===== src/rtl/gb_rd_pkg.sv =====
// gb_rd_pkg: shared state encoding and default sizes for the global-buffer read controller
package gb_rd_pkg;
    typedef enum logic [1:0] {
        IDLE  = 2'b00,
        READY = 2'b01,
        READ  = 2'b11
    } state_t;
    localparam int ADDR_W_DEF   = 9;
    localparam int BEAT_W_DEF   = 2;
    localparam int NUM_BANK_DEF = 4;
    localparam int CYC_W_DEF    = 8;
endpackage


===== src/rtl/gb_rd_seq.sv =====
// gb_rd_seq: steps the served bank on each bank_done and counts passes until the last one completes
module gb_rd_seq
    import gb_rd_pkg::*;
#(
    parameter int NUM_BANK = NUM_BANK_DEF,
    parameter int CYC_W    = CYC_W_DEF,
    localparam int BW      = $clog2(NUM_BANK)
) (
    input  logic            clk,
    input  logic            rst,
    input  logic            start,
    input  logic            bank_done,
    input  logic [BW:0]     bank_num,
    input  logic [CYC_W-1:0] cyc_num,
    output logic [BW-1:0]   rd_bank,
    output logic [CYC_W-1:0] cyc,
    output logic            all_done
);
    logic [BW:0]      bank_last;
    logic [CYC_W-1:0] cyc_last;
    logic             wrap;

    assign bank_last = (bank_num == '0) ? '0 : bank_num - 1'b1;
    assign cyc_last  = (cyc_num == '0) ? '0 : cyc_num - 1'b1;
    // the physical bank count also bounds the sequence if bank_num is oversized
    assign wrap = ({1'b0, rd_bank} >= bank_last) || (rd_bank == BW'(NUM_BANK - 1));

    always_ff @(posedge clk) begin
        if (rst || start) begin
            rd_bank  <= '0;
            cyc      <= '0;
            all_done <= 1'b0;
        end else if (bank_done) begin
            rd_bank <= wrap ? '0 : rd_bank + 1'b1;
            if (wrap && cyc == cyc_last)
                all_done <= 1'b1;
            else if (wrap)
                cyc <= cyc + 1'b1;
        end
    end
endmodule


===== src/rtl/gb_rd_ctrl_p.sv =====
// gb_rd_ctrl_p: reads each prepared SRAM bank word by word and feeds it to the PE as beats
module gb_rd_ctrl_p
    import gb_rd_pkg::*;
#(
    parameter int ADDR_W   = ADDR_W_DEF,
    parameter int BEAT_W   = BEAT_W_DEF,
    parameter int NUM_BANK = NUM_BANK_DEF,
    parameter int CYC_W    = CYC_W_DEF,
    localparam int BW      = $clog2(NUM_BANK)
) (
    input  logic              clk,
    input  logic              rst,
    input  logic              start,
    input  logic [ADDR_W-1:0] words_num,
    input  logic [BEAT_W-1:0] beats_num,
    input  logic [BW:0]       bank_num,
    input  logic [CYC_W-1:0]  cyc_num,
    input  logic [NUM_BANK-1:0] bank_prepare,
    input  logic              pull_back,
    input  logic              pe_rdy,
    output logic              pe_val,
    output logic              rd_en,
    output logic [ADDR_W-1:0] rd_addr,
    output logic [BW-1:0]     rd_bank,
    output logic [BEAT_W-1:0] beat_idx,
    output logic [1:0]        state,
    output logic              bank_done,
    output logic              all_done,
    output logic [CYC_W-1:0]  cyc
);
    state_t              st, st_nx;
    logic [ADDR_W-1:0]   words_q, word_idx;
    logic [BEAT_W-1:0]   beats_q, beat;
    logic [BW:0]         banks_q;
    logic [CYC_W-1:0]    cycs_q;
    logic [NUM_BANK-1:0] prep_q;
    logic                xfer, last_xfer, go;

    assign state  = st;
    assign pe_val = st == READ;
    assign xfer   = pe_val & pe_rdy & ~rst & ~start;
    assign rd_en  = xfer & (beat == '0);
    // rd_addr already points past the current word once its first beat is out
    assign word_idx  = (beat == '0) ? rd_addr : rd_addr - 1'b1;
    assign last_xfer = xfer & (beat == beats_q) & (word_idx == words_q - 1'b1);
    assign bank_done = ~rst & ~start & ((pull_back & (st != IDLE)) | last_xfer);
    assign go = prep_q[rd_bank] & bank_prepare[rd_bank] & ~all_done & ~start;

    always_comb begin
        st_nx = bank_done ? IDLE :
                (st == IDLE && go) ? READY :
                (st == READY && pe_rdy) ? READ : st;
    end

    always_ff @(posedge clk) begin
        if (rst || start) begin
            st       <= IDLE;
            rd_addr  <= '0;
            beat     <= '0;
            beat_idx <= '0;
            prep_q   <= '0;
        end else begin
            st     <= st_nx;
            prep_q <= bank_prepare;
            if (xfer)
                beat_idx <= beat;
            if (bank_done) begin
                rd_addr <= '0;
                beat    <= '0;
            end else begin
                if (rd_en)
                    rd_addr <= rd_addr + 1'b1;
                if (xfer)
                    beat <= (beat == beats_q) ? '0 : beat + 1'b1;
            end
        end
    end

    always_ff @(posedge clk) begin
        if (rst) begin
            words_q <= '0;
            beats_q <= '0;
            banks_q <= (BW + 1)'(1);
            cycs_q  <= CYC_W'(1);
        end else if (start) begin
            words_q <= words_num;
            beats_q <= beats_num;
            banks_q <= bank_num;
            cycs_q  <= cyc_num;
        end
    end

    gb_rd_seq #(.NUM_BANK(NUM_BANK), .CYC_W(CYC_W)) u_seq (
        .clk      (clk),
        .rst      (rst),
        .start    (start),
        .bank_done(bank_done),
        .bank_num (banks_q),
        .cyc_num  (cycs_q),
        .rd_bank  (rd_bank),
        .cyc      (cyc),
        .all_done (all_done)
    );
endmodule

===== config.mk =====
export PLATFORM = sky130hd
export DESIGN_NAME = gb_rd_ctrl_p
export DESIGN_NICKNAME = d
export VERILOG_FILES = /design/src/rtl/gb_rd_pkg.sv /design/src/rtl/gb_rd_seq.sv /design/src/rtl/gb_rd_ctrl_p.sv
export SDC_FILE = /design/constraint.sdc
export NUM_CORES = 1
export LEC_CHECK = 0
export ABC_AREA = 1
export ABC_CLOCK_PERIOD_IN_PS = 2620
export BUFFER_PORTS_ARGS = -buffer_cell sky130_fd_sc_hd__buf_2
export CAP_MARGIN = 20
export CORE_MARGIN = 4
export CORE_UTILIZATION = 56
export CTS_CLUSTER_DIAMETER = 40
export CTS_CLUSTER_SIZE = 30
export DETAILED_ROUTE_END_ITERATION = 7
export MAX_ROUTING_LAYER = met4
export PLACE_DENSITY = 0.86
export SLEW_MARGIN = 30
export SYNTH_ARGS = -nofsm -noshare
export SYNTH_HDL_FRONTEND = slang
export SYNTH_SLANG_ARGS = --single-unit
export TNS_END_PERCENT = 1

===== constraint.sdc =====
create_clock -name clk -period 2.62 [get_ports clk]
set_input_delay 0.262 -clock clk [delete_from_list [all_inputs] [get_ports clk]]
set_output_delay 0.262 -clock clk [all_outputs]
set_load 0.1 [all_outputs]

==> impl_metrics.env <==
export IMPL_post_synth_cell_area_avg_sq_um=6.66
export IMPL_diodes=0
export IMPL_final_cells=632
export IMPL_dp_final_hpwl_mm=5.96
export IMPL_dr_pass1_iters=4
export IMPL_start_util=0.588
export IMPL_ant_nets=0
export IMPL_drt_iter0_markers=181
export IMPL_dieArea_sq_um=7220
export IMPL_placementRows=27
export IMPL_core_sq_um=5640
export IMPL_drc=0
export IMPL_fin_crit_ns=2.52
export IMPL_yosysSeqAreaShare=0.314
export IMPL_grt_pass1_vias=3174
export IMPL_netlist_area_sq_um=3320
export IMPL_num_vias=3271
export IMPL_io_pins=58
export IMPL_powerDensity_nw_per_um2=440
export IMPL_irDropWorstVdd_uv=360
export IMPL_grt_max_degree=37
export IMPL_drv_slew=0
export IMPL_grt_first_pass_wirelength_mm=13.6
export IMPL_setup_viol=0
export IMPL_synth_fp_nets=541
export IMPL_cts_sinks=52
export IMPL_syn_inst=498
export IMPL_max_freq_mhz=397
export IMPL_yosys_cell_types_count=32
export IMPL_clock_latency_ns=0.31
export IMPL_cts_hold_buf=0
export IMPL_hp_class="input port to register"
export IMPL_cp_start_kind="register"
export IMPL_portBuffers=57
export IMPL_path_class="register to output pin"
export IMPL_clockRootBuffer="clkbuf_8"
export IMPL_antenna_found_initial=0
export IMPL_post_route_period_util=0.961
export IMPL_fillCellCount=489
export IMPL_max_cap_violations=0
export IMPL_status="finished clean"
export IMPL_clkTransAtPathRegs_ns=0.10
export IMPL_p_leak_nw=1.88
export IMPL_fin_util=0.683
export IMPL_nets=602
export IMPL_wire_per_inst_um=12.4
export IMPL_grt_overflow=0
export IMPL_yosysWarnings=0
export IMPL_fin_setup_tns_ns=0
export IMPL_relSlewSlack=0.631
export IMPL_crit_required_ns=2.36
export IMPL_globalplace_congestion=0.924
export IMPL_worst_slew_pin_slew_ns=0.548
export IMPL_arrival_ns=2.26
export IMPL_synth_seq_cells=52
export IMPL_grt_use_total=0.230
export IMPL_cts_tree="built"
export IMPL_via_per_inst=5.18
export IMPL_rrSetupSlack_ns=0.21
export IMPL_drive_above_1_share=0.229
export IMPL_crit_fanout=3
export IMPL_dp_cells=621
export IMPL_cts_buffer_depth=2
export IMPL_htree_levels=2
export IMPL_fin_skew_ns=0.00438
export IMPL_die_h_um=85.0
export IMPL_die_w_um=85.0
export IMPL_cts_made_buffers=5
export IMPL_synthToLayoutAreaGrowth_pct=16.1
export IMPL_drt_total_wl_mm=7.85
export IMPL_hold_viol_final=0
export IMPL_end_kind="output pin"
==> registers in the layout, summed over array words and instances, names as in the netlist, 3 cells and up <==
name / cells
banks_q: 3
words_q: 9
cycs_q: 8
u_seq.cyc: 8
rd_addr: 9
prep_q: 4
==> cell usage after synthesis (all sizes together) <==
cell	n	share of area
xnor2	2	0.0053
nand3	52	0.089
ha	12	0.045
nand3b	3	0.0079
o21ai	35	0.053
a21oi	37	0.068
buf	5	0.013
or2	1	0.0019
dfxtp	52	0.31
inv	69	0.078
xor2	16	0.042
nor4	2	0.0083
nand4	11	0.021
clkinv	1	0.0026
nand2	128	0.15
nor3	4	0.0060
clkbuf	5	0.0057
nor2	63	0.084
==> kinds of logic after synthesis <==
group / synth area share
simple gates: 0.373
buf+inv: 0.0992
compound gates: 0.121
flops: 0.314
xor+xnor: 0.0475
fa+ha+maj: 0.0453
==> report_power, final <==
part,leakage (nW),internal [mW],switching [mW]
Clock,0.0541,0.283,0.280
Combinational,1.40,0.108,0.190
Sequential,0.430,0.812,0.0219
==> path summary, 6_finish.rpt <==
| kind | start | to | cells past startpoint |
|---|---|---|---|
| max reg2reg | rd_addr[1]$_SDFFE_PP0P_ | u_seq.cyc[0]$_SDFFE_PP0P_ | 15 |
| min reg2reg | beat_idx[0]$_SDFFE_PP0P_ | beat_idx[0]$_SDFFE_PP0P_ | 2 |
| max | rd_addr[1]$_SDFFE_PP0P_ | bank_done | 11 |
| min | bank_prepare[1] | prep_q[1]$_SDFF_PP0_ | 3 |
==> layout by cell type, fill, tap and decap left out, types with 4 or more instances in the layout <==
cell,instances
nand2_1,119
inv_1,59
buf_2,56
nor2_1,53
dfxtp_1,46
nand3_1,45
o21ai_0,30
a21oi_1,28
xor2_1,16
nand4_1,11
ha_1,10
inv_2,9
a21oi_2,8
nand3_2,7
buf_4,7
nand2_2,6
nor2_2,6
o21ai_1,5
clkbuf_8,5
nor3_1,4
dfxtp_4,4
==> through the flow <==
stage	instance area, sq um	hold WS, ns	power [mW]	setup WS (ns)
3_5_place_dp	3690	0.468	1.15	0.270
3_3_place_gp	3690	0.463	1.14	0.349
6_report	3850	0.164	1.70	0.101
4_1_cts	3810	0.156	1.70	0.0440
5_1_grt	3850	0.158	1.79	-0.0262
2_1_floorplan	3340	0.362	1.07	-0.222
==> layer usage <==
metal,GRT usage,vias up,part of all wire
met5,-,-,0
met4,0.0935,0,0.026
met3,0.0417,25,0.047
met2,0.379,76,0.49
met1,0.277,1456,0.44
li1,-,1714,-
==> critical path, stage by stage (launching register included) <==
cell	delay [ns]
dfxtp_4	0.36
inv_1	0.07
ha_1	0.31
or2_1	0.25
nand3b_1	0.08
nand3_1	0.08
nor2_1	0.12
nand2_1	0.08
nor2_2	0.09
nand2_2	0.09
a21oi_4	0.21
buf_12	0.20
==> area by class of cell <==
type | count | area, sq um | share of cell area
Inverter | 70 | 272 | 0.0705
Timing Repair Buffer | 64 | 353 | 0.0916
Clock buffer | 5 | 68.8 | 0.0179
Sequential cell | 52 | 1060 | 0.275
Multi-Input combinational cell | 366 | 1970 | 0.511
Clock inverter | 3 | 42.5 | 0.0110
Tap cell | 72 | 90.1 | 0.0234
==> timing repair <==
item	in CTS	in global routing
resized for setup	0	10
endpoints found under the setup margin	0	1
setup buffers	0	3
No activity file was read; power rests on OpenSTA's default activity.
